--- config.mk ---
export PLATFORM = sky130hd
export DESIGN_NAME = clk_div_prog_flat
export DESIGN_NICKNAME = d
export VERILOG_FILES = /design/src/rtl/clk_div_prog_if.sv /design/src/rtl/clk_div_prog.sv /design/src/flat_wrapper.sv
export SDC_FILE = /design/constraint.sdc
export NUM_CORES = 1
export LEC_CHECK = 0
export BUFFER_PORTS_ARGS = -buffer_cell sky130_fd_sc_hd__buf_2
export CAP_MARGIN = 15
export CORE_MARGIN = 5
export CORE_UTILIZATION = 45
export CTS_BUF_LIST = sky130_fd_sc_hd__clkbuf_16
export DETAILED_ROUTE_END_ITERATION = 7
export PLACE_DENSITY = 0.62
export SLEW_MARGIN = 5
export SYNTH_ARGS = -nofsm -noshare
export SYNTH_HDL_FRONTEND = slang
export SYNTH_SLANG_ARGS = --single-unit
--- constraint.sdc ---
create_clock -name clk -period 6.5 [get_ports clk]
set_clock_uncertainty 0.2 [all_clocks]
set_input_delay 0.975 -clock clk [delete_from_list [all_inputs] [get_ports clk]]
set_output_delay 0.975 -clock clk [all_outputs]
set_load 0.03 [all_outputs]
--- src/rtl/clk_div_prog_if.sv ---
// Control and status bundle for the programmable clock divider.
// The master drives run/divisor controls; the slave returns the divided clock and status.
interface clk_div_prog_if #(
  parameter int unsigned WIDTH = 8
) ();
  logic             en;
  logic [WIDTH-1:0] div;
  logic             div_load;
  logic             clk_out;
  logic             tick;
  logic [WIDTH-1:0] div_active;
  logic             cfg_err;

  modport master (
    output en, div, div_load,
    input  clk_out, tick, div_active, cfg_err
  );

  modport slave (
    input  en, div, div_load,
    output clk_out, tick, div_active, cfg_err
  );
endinterface

--- src/rtl/clk_div_prog.sv ---
// Programmable 50%-duty clock divider with glitch-free divisor changes at period boundaries.
// Odd divisors use a negedge-retimed copy of the high phase to add the extra half cycle.
module clk_div_prog #(
  parameter int unsigned WIDTH       = 8,
  parameter int unsigned DEFAULT_DIV = 5
) (
  input  logic          clk,
  input  logic          rst_n,
  clk_div_prog_if.slave bus
);
  localparam logic [WIDTH-1:0] DefDiv = WIDTH'(DEFAULT_DIV);
  localparam logic [WIDTH-1:0] MinDiv = WIDTH'(2);

  typedef enum logic [0:0] {StIdle, StRun} state_e;

  state_e           state_q, state_d;
  logic [WIDTH-1:0] cnt_q, cnt_d;
  logic [WIDTH-1:0] act_q, act_d;
  logic [WIDTH-1:0] pend_q, pend_d;
  logic             pend_vld_q, pend_vld_d;
  logic             pos_q, pos_d;
  logic             neg_q;
  logic             tick_q, tick_d;
  logic             cfg_err_q, cfg_err_d;
  logic             start;
  logic             last;
  logic             div_small;

  assign last      = (cnt_q == act_q - WIDTH'(1));
  assign div_small = (bus.div < MinDiv);

  always_comb begin
    state_d    = state_q;
    cnt_d      = cnt_q;
    pos_d      = pos_q;
    tick_d     = 1'b0;
    start      = 1'b0;
    act_d      = act_q;
    pend_d     = pend_q;
    pend_vld_d = pend_vld_q;
    cfg_err_d  = 1'b0;

    unique case (state_q)
      StIdle: begin
        if (bus.en) begin
          start   = 1'b1;
          state_d = StRun;
        end
      end
      StRun: begin
        if (last) begin
          if (bus.en) begin
            start = 1'b1;
          end else begin
            state_d = StIdle;
            cnt_d   = '0;
            pos_d   = 1'b0;
          end
        end else begin
          cnt_d = cnt_q + WIDTH'(1);
          // High phase covers cnt 0..D/2-1; odd D gets its extra half from neg_q.
          pos_d = (cnt_d < (act_q >> 1));
        end
      end
      default: state_d = StIdle;
    endcase

    if (start) begin
      cnt_d  = '0;
      pos_d  = 1'b1;
      tick_d = 1'b1;
      if (pend_vld_q) begin
        act_d      = pend_q;
        pend_vld_d = 1'b0;
      end
    end

    // A load on the boundary edge lands in pending after the old pending was consumed.
    if (bus.div_load) begin
      pend_d     = div_small ? MinDiv : bus.div;
      pend_vld_d = 1'b1;
      cfg_err_d  = div_small;
    end
  end

  always_ff @(posedge clk or negedge rst_n) begin
    if (!rst_n) begin
      state_q    <= StIdle;
      cnt_q      <= '0;
      act_q      <= DefDiv;
      pend_q     <= '0;
      pend_vld_q <= 1'b0;
      pos_q      <= 1'b0;
      tick_q     <= 1'b0;
      cfg_err_q  <= 1'b0;
    end else begin
      state_q    <= state_d;
      cnt_q      <= cnt_d;
      act_q      <= act_d;
      pend_q     <= pend_d;
      pend_vld_q <= pend_vld_d;
      pos_q      <= pos_d;
      tick_q     <= tick_d;
      cfg_err_q  <= cfg_err_d;
    end
  end

  // Half-cycle stretch of the high phase, only for odd divisors.
  always_ff @(negedge clk or negedge rst_n) begin
    if (!rst_n) begin
      neg_q <= 1'b0;
    end else begin
      neg_q <= pos_q & act_q[0];
    end
  end

  assign bus.clk_out    = pos_q | neg_q;
  assign bus.tick       = tick_q;
  assign bus.div_active = act_q;
  assign bus.cfg_err    = cfg_err_q;
endmodule

--- src/flat_wrapper.sv ---
// flat-port wrapper written by rule: the top's interface ports become plain ports
module clk_div_prog_flat 
#(
  parameter int unsigned WIDTH       = 8,
  parameter int unsigned DEFAULT_DIV = 5
)
  (clk, rst_n, bus_en, bus_div, bus_div_load, bus_clk_out, bus_tick, bus_div_active, bus_cfg_err);
  clk_div_prog_if #(.WIDTH(WIDTH)) bus_i ();
  input  logic clk;
  input  logic rst_n;
  input wire logic [$bits(bus_i.en)-1:0] bus_en;
  input wire logic [$bits(bus_i.div)-1:0] bus_div;
  input wire logic [$bits(bus_i.div_load)-1:0] bus_div_load;
  output wire logic [$bits(bus_i.clk_out)-1:0] bus_clk_out;
  output wire logic [$bits(bus_i.tick)-1:0] bus_tick;
  output wire logic [$bits(bus_i.div_active)-1:0] bus_div_active;
  output wire logic [$bits(bus_i.cfg_err)-1:0] bus_cfg_err;
  assign bus_i.en = bus_en;
  assign bus_i.div = bus_div;
  assign bus_i.div_load = bus_div_load;
  assign bus_clk_out = bus_i.clk_out;
  assign bus_tick = bus_i.tick;
  assign bus_div_active = bus_i.div_active;
  assign bus_cfg_err = bus_i.cfg_err;
  clk_div_prog #(.WIDTH(WIDTH), .DEFAULT_DIV(DEFAULT_DIV)) u_core (.clk(clk), .rst_n(rst_n), .bus(bus_i));
endmodule
Word-level counts from Yosys, hierarchy flattened
Cells that the tools add are included.
Cells by class
  add/sub/neg operators: 2
  multiply operators: 0
  divide/modulo/power cells: 0
  order comparisons: 2
  equality and inequality tests: 2
  shift operators: 0
  muxes and demuxes: 18
  bitwise gates (word level): 3
  reductions and logical operators: 4
Operators with widths (number)
  $mux 8: 5
  $mux 1: 11
  $add 8x1->8 const B: 1
  $eq 8x8->1: 1
  $lt 8x2->1 const B: 1
  $lt 8x7->1: 1
  $sub 8x1->8 const B: 1
  $pmux 1 s2: 2
  $reduce_and 2->1: 2
  $reduce_bool 2->1: 2
  $ne 3x2->1 const B: 1
  $and 1x1->1: 1
  $not 1->1: 1
  $or 1x1->1: 1
Word-level totals
  register bits after elaboration: 30
  latch bits: 0
  memory bits (writable): 0
  ROM bits: 0
  bits of input ports: 12
  logic and storage cells: 40
  memories: 0

Logic depth before layout (Yosys ltp)
  depth in word-level cells: 6
  mapped depth: 11
  mapped depth without buffers: 9

==> metrics.md <==
| Metric | Value |
|---|---|
| Status | `finished, final reports clean` |
| Total of max-cap violations | `0` |
| Tightest Pin Transition | `roughly 0.68 ns` |
| RSZ-0062 raised after global routing | `false` |
| CTS tree | `done` |
| Synth Instances | `just under 200` |
| Worst Setup End Kind | `primary output` |
| Hold path start | `u_core.pend_q[1]` |
| Post-synth EDFFs | `0` |
| ANT cells | `0` |
| Postcts setup bufs | `0` |
| Async S/R FF share, synth | `1.000` |
| Setup violations, final | `0` |
| Relative slew slack | `0.5451` |
| Initial antenna violation count | `0` |
| DRC viols | `0` |
| Via count | `1509` |
| Synthesized area per cell | `slightly below 10 um^2` |
| Clock Latency Late Sink | `0.27 ns` |
| # H-tree levels | `2` |
| Syn Std Cell Area | `around 1900 um^2` |
| Worst hold endpoint | `u_core.pend_q[1]` |
| Initial DRT Pass Iterations | `4` |
| Slew Viols, Final | `0` |
| Yosys warns | `0` |
| Critical path launch point type | `flip-flop` |
| Ports | `23` |
| Vias in the first global route | `1539` |
| Die height | `about 75 um` |
| Final WL | `~4400 um` |
| Port bufs | `22` |
| Detailed Place HPWL | `approximately 3200 um` |
| Commonest cells after routing, fill and taps aside | `dfrtp_1 (27), buf_2 (22), nand2_1 (20), o211ai_1 (20), inv_1 (11)` |
| Worst R2R Start | `u_core.bus.div_active[0]` |
| Crit path required time | `around 5.3 ns` |
| Register bit total from synthesis | `30` |
| Initial DRC Count | `82` |
| First-pass GRT wire length | `~7300 um` |
| Worst-path maximum fanout | `1` |
| Largest net degree at the start of global routing | `31` |
| Avg WL per Cell | `roughly 17 um` |
| Maximum VDD drop | `0.0001308 V` |
| Post-CTS resize count | `0` |
| Core Area | `between 4000 and 5000 um^2` |
| Min-Delay Path Class | `flip-flop to flip-flop` |
| WS Path Type | `flip-flop to primary output` |
| Final hold violation count | `0` |
| Commonest non-fill, non-tap cell in the layout | `dfrtp_1` |
| Root Buffer | `clkbuf_16` |
| Nets | `about 230` |
| FF-to-FF setup slack | `~2.3 ns` |
| Leak pwr | `0.9674 nW` |
| Gr usage total | `0.1738` |
| Worst R2R Path Depth | `1` |
| Clk buf depth | `2` |
| Share of cells above drive strength 1 | `0.2160` |
| Clock tree sinks | `30` |
| GP Congestion | `between 0.8 and 0.9` |
| Area contributors post-synth | `dfrtp_1 (35%), o211ai_1 (7.9%), ha_1 (5.3%)` |
| Chip width | `75.05 um` |
| Core Rows | `23` |
| Syn-to-layout area delta | `12.62%` |
| DIE AREA | `approximately 5600 um^2` |
| Post-synthesis sequential area ratio | `0.3955` |
| Area leader, netlist | `dfrtp_1` |
| Starting Density | `0.4693` |
| Via/cell ratio | `around 5.7` |
| Power density over the cells | `between 200 and 250 nW/um^2` |
| Setup TNS | `0 ns` |
| Post-Syn Nets | `about 220` |
| CP arrival | `4.31 ns` |
| Main synth FF type | `dfrtp_1` |
| TritonCTS Buffers | `5` |
| Distinct cells, synth | `50` |
| FF-to-FF End | `u_core.neg_q` |
| Total power | `0.4312 mW` |
| # hold bufs at CTS | `0` |
| Worst hold slack | `a little under 0.3 ns` |
| Clock slew at reported path FFs | `approximately 0.050 ns` |
| Hold path depth | `1` |
| GRT overflow | `0` |
| DRT antenna net count | `0` |
| Top-area cell type share of the netlist area | `0.3548` |
## synthesized netlist by cell type (5+ instances only)
cell type and instances:
xnor2_1 10, dfrtp_1 27, nor2b_1 5, a21o_1 9
inv_1 10, nor2_1 7, o211ai_1 20, ha_1 8
nand2_1 20, clkbuf_1 7, mux2_2 6, buf_2 5
## logic make-up (layout without fill, tap and decap cells)
logic type / Yosys count / after routing / synth area share
buffers and inverters: 25 / 41 / 0.06045
and+or+nand+nor: 60 / 60 / 0.1754
muxes: 7 / 7 / 0.04073
AOI/OAI and AO/OA: 53 / 53 / 0.2109
adders and majority gates: 8 / 8 / 0.05256
xor gates and xnor gates: 14 / 14 / 0.06438
DFF: 30 / 30 / 0.3955
## critical path: stages, from the launching register on
cell and delay (ns):
dfrtn_1 0.32, or2_2 0.26, buf_2 0.18
## per-stage QoR
| stage | cells | utilization | setup slack, ns | cell area (um^2) |
|---|---|---|---|---|
| 6_report | 263 | 0.5285 | 1.020 | 2145 |
| 2_1_floorplan | 197 | - | 1.426 | 1904 |
| 3_5_place_dp | 255 | 0.4946 | 1.334 | 2007 |
| 3_3_place_gp | 255 | 0.4946 | 1.340 | 2007 |
| 4_1_cts | 263 | 0.5285 | 1.022 | 2145 |
| 5_1_grt | 263 | 0.5285 | 1.008 | 2145 |
## flip-flops by register name, indices dropped and copies added (netlist names)
register               flops
u_core.bus.div_active      8
u_core.pos_q               1
u_core.neg_q               1
u_core.bus.cfg_err         1
u_core.state_q             1
u_core.pend_q              8
u_core.cnt_q               8
u_core.pend_vld_q          1
u_core.bus.tick            1
## worst max path at each step
stage	from	endpoint	slack, ns	cells past startpoint
2_1_floorplan	u_core.neg_q	bus_clk_out	1.43	1
3_3_place_gp	u_core.neg_q	bus_clk_out	1.34	2
3_5_place_dp	u_core.neg_q	bus_clk_out	1.33	2
4_1_cts	u_core.neg_q	bus_clk_out	1.02	2
5_1_grt	u_core.neg_q	bus_clk_out	1.01	2
6_report	u_core.neg_q	bus_clk_out	1.02	2
## layer usage
metal / track usage / routed length [um] / up-vias
met5: 0 / 0 / -
li1: - / - / 732
met3: 0.04539 / 169 / 6
met2: 0.3037 / 2305 / 28
met1: 0.2075 / 1905 / 743
met4: 0.05534 / 50 / 0
## where the power goes
part           leakage, nW  internal [mW]  switching [mW]
Clock               0.0724          0.138          0.0777
Sequential           0.327          0.192         0.00258
Combinational        0.568        0.00936          0.0114
## area by class of cell
cell class | instances | area [um^2]
fill | 379 | 1913
multi-input combinational | 142 | 1036
sequential | 30 | 753.2
clock buffer | 5 | 125.1
timing repair buffer | 23 | 117.6
tap | 50 | 62.56
inverter | 10 | 37.54
clock inverter | 3 | 12.51
Power figures use the tool's default switching activity.
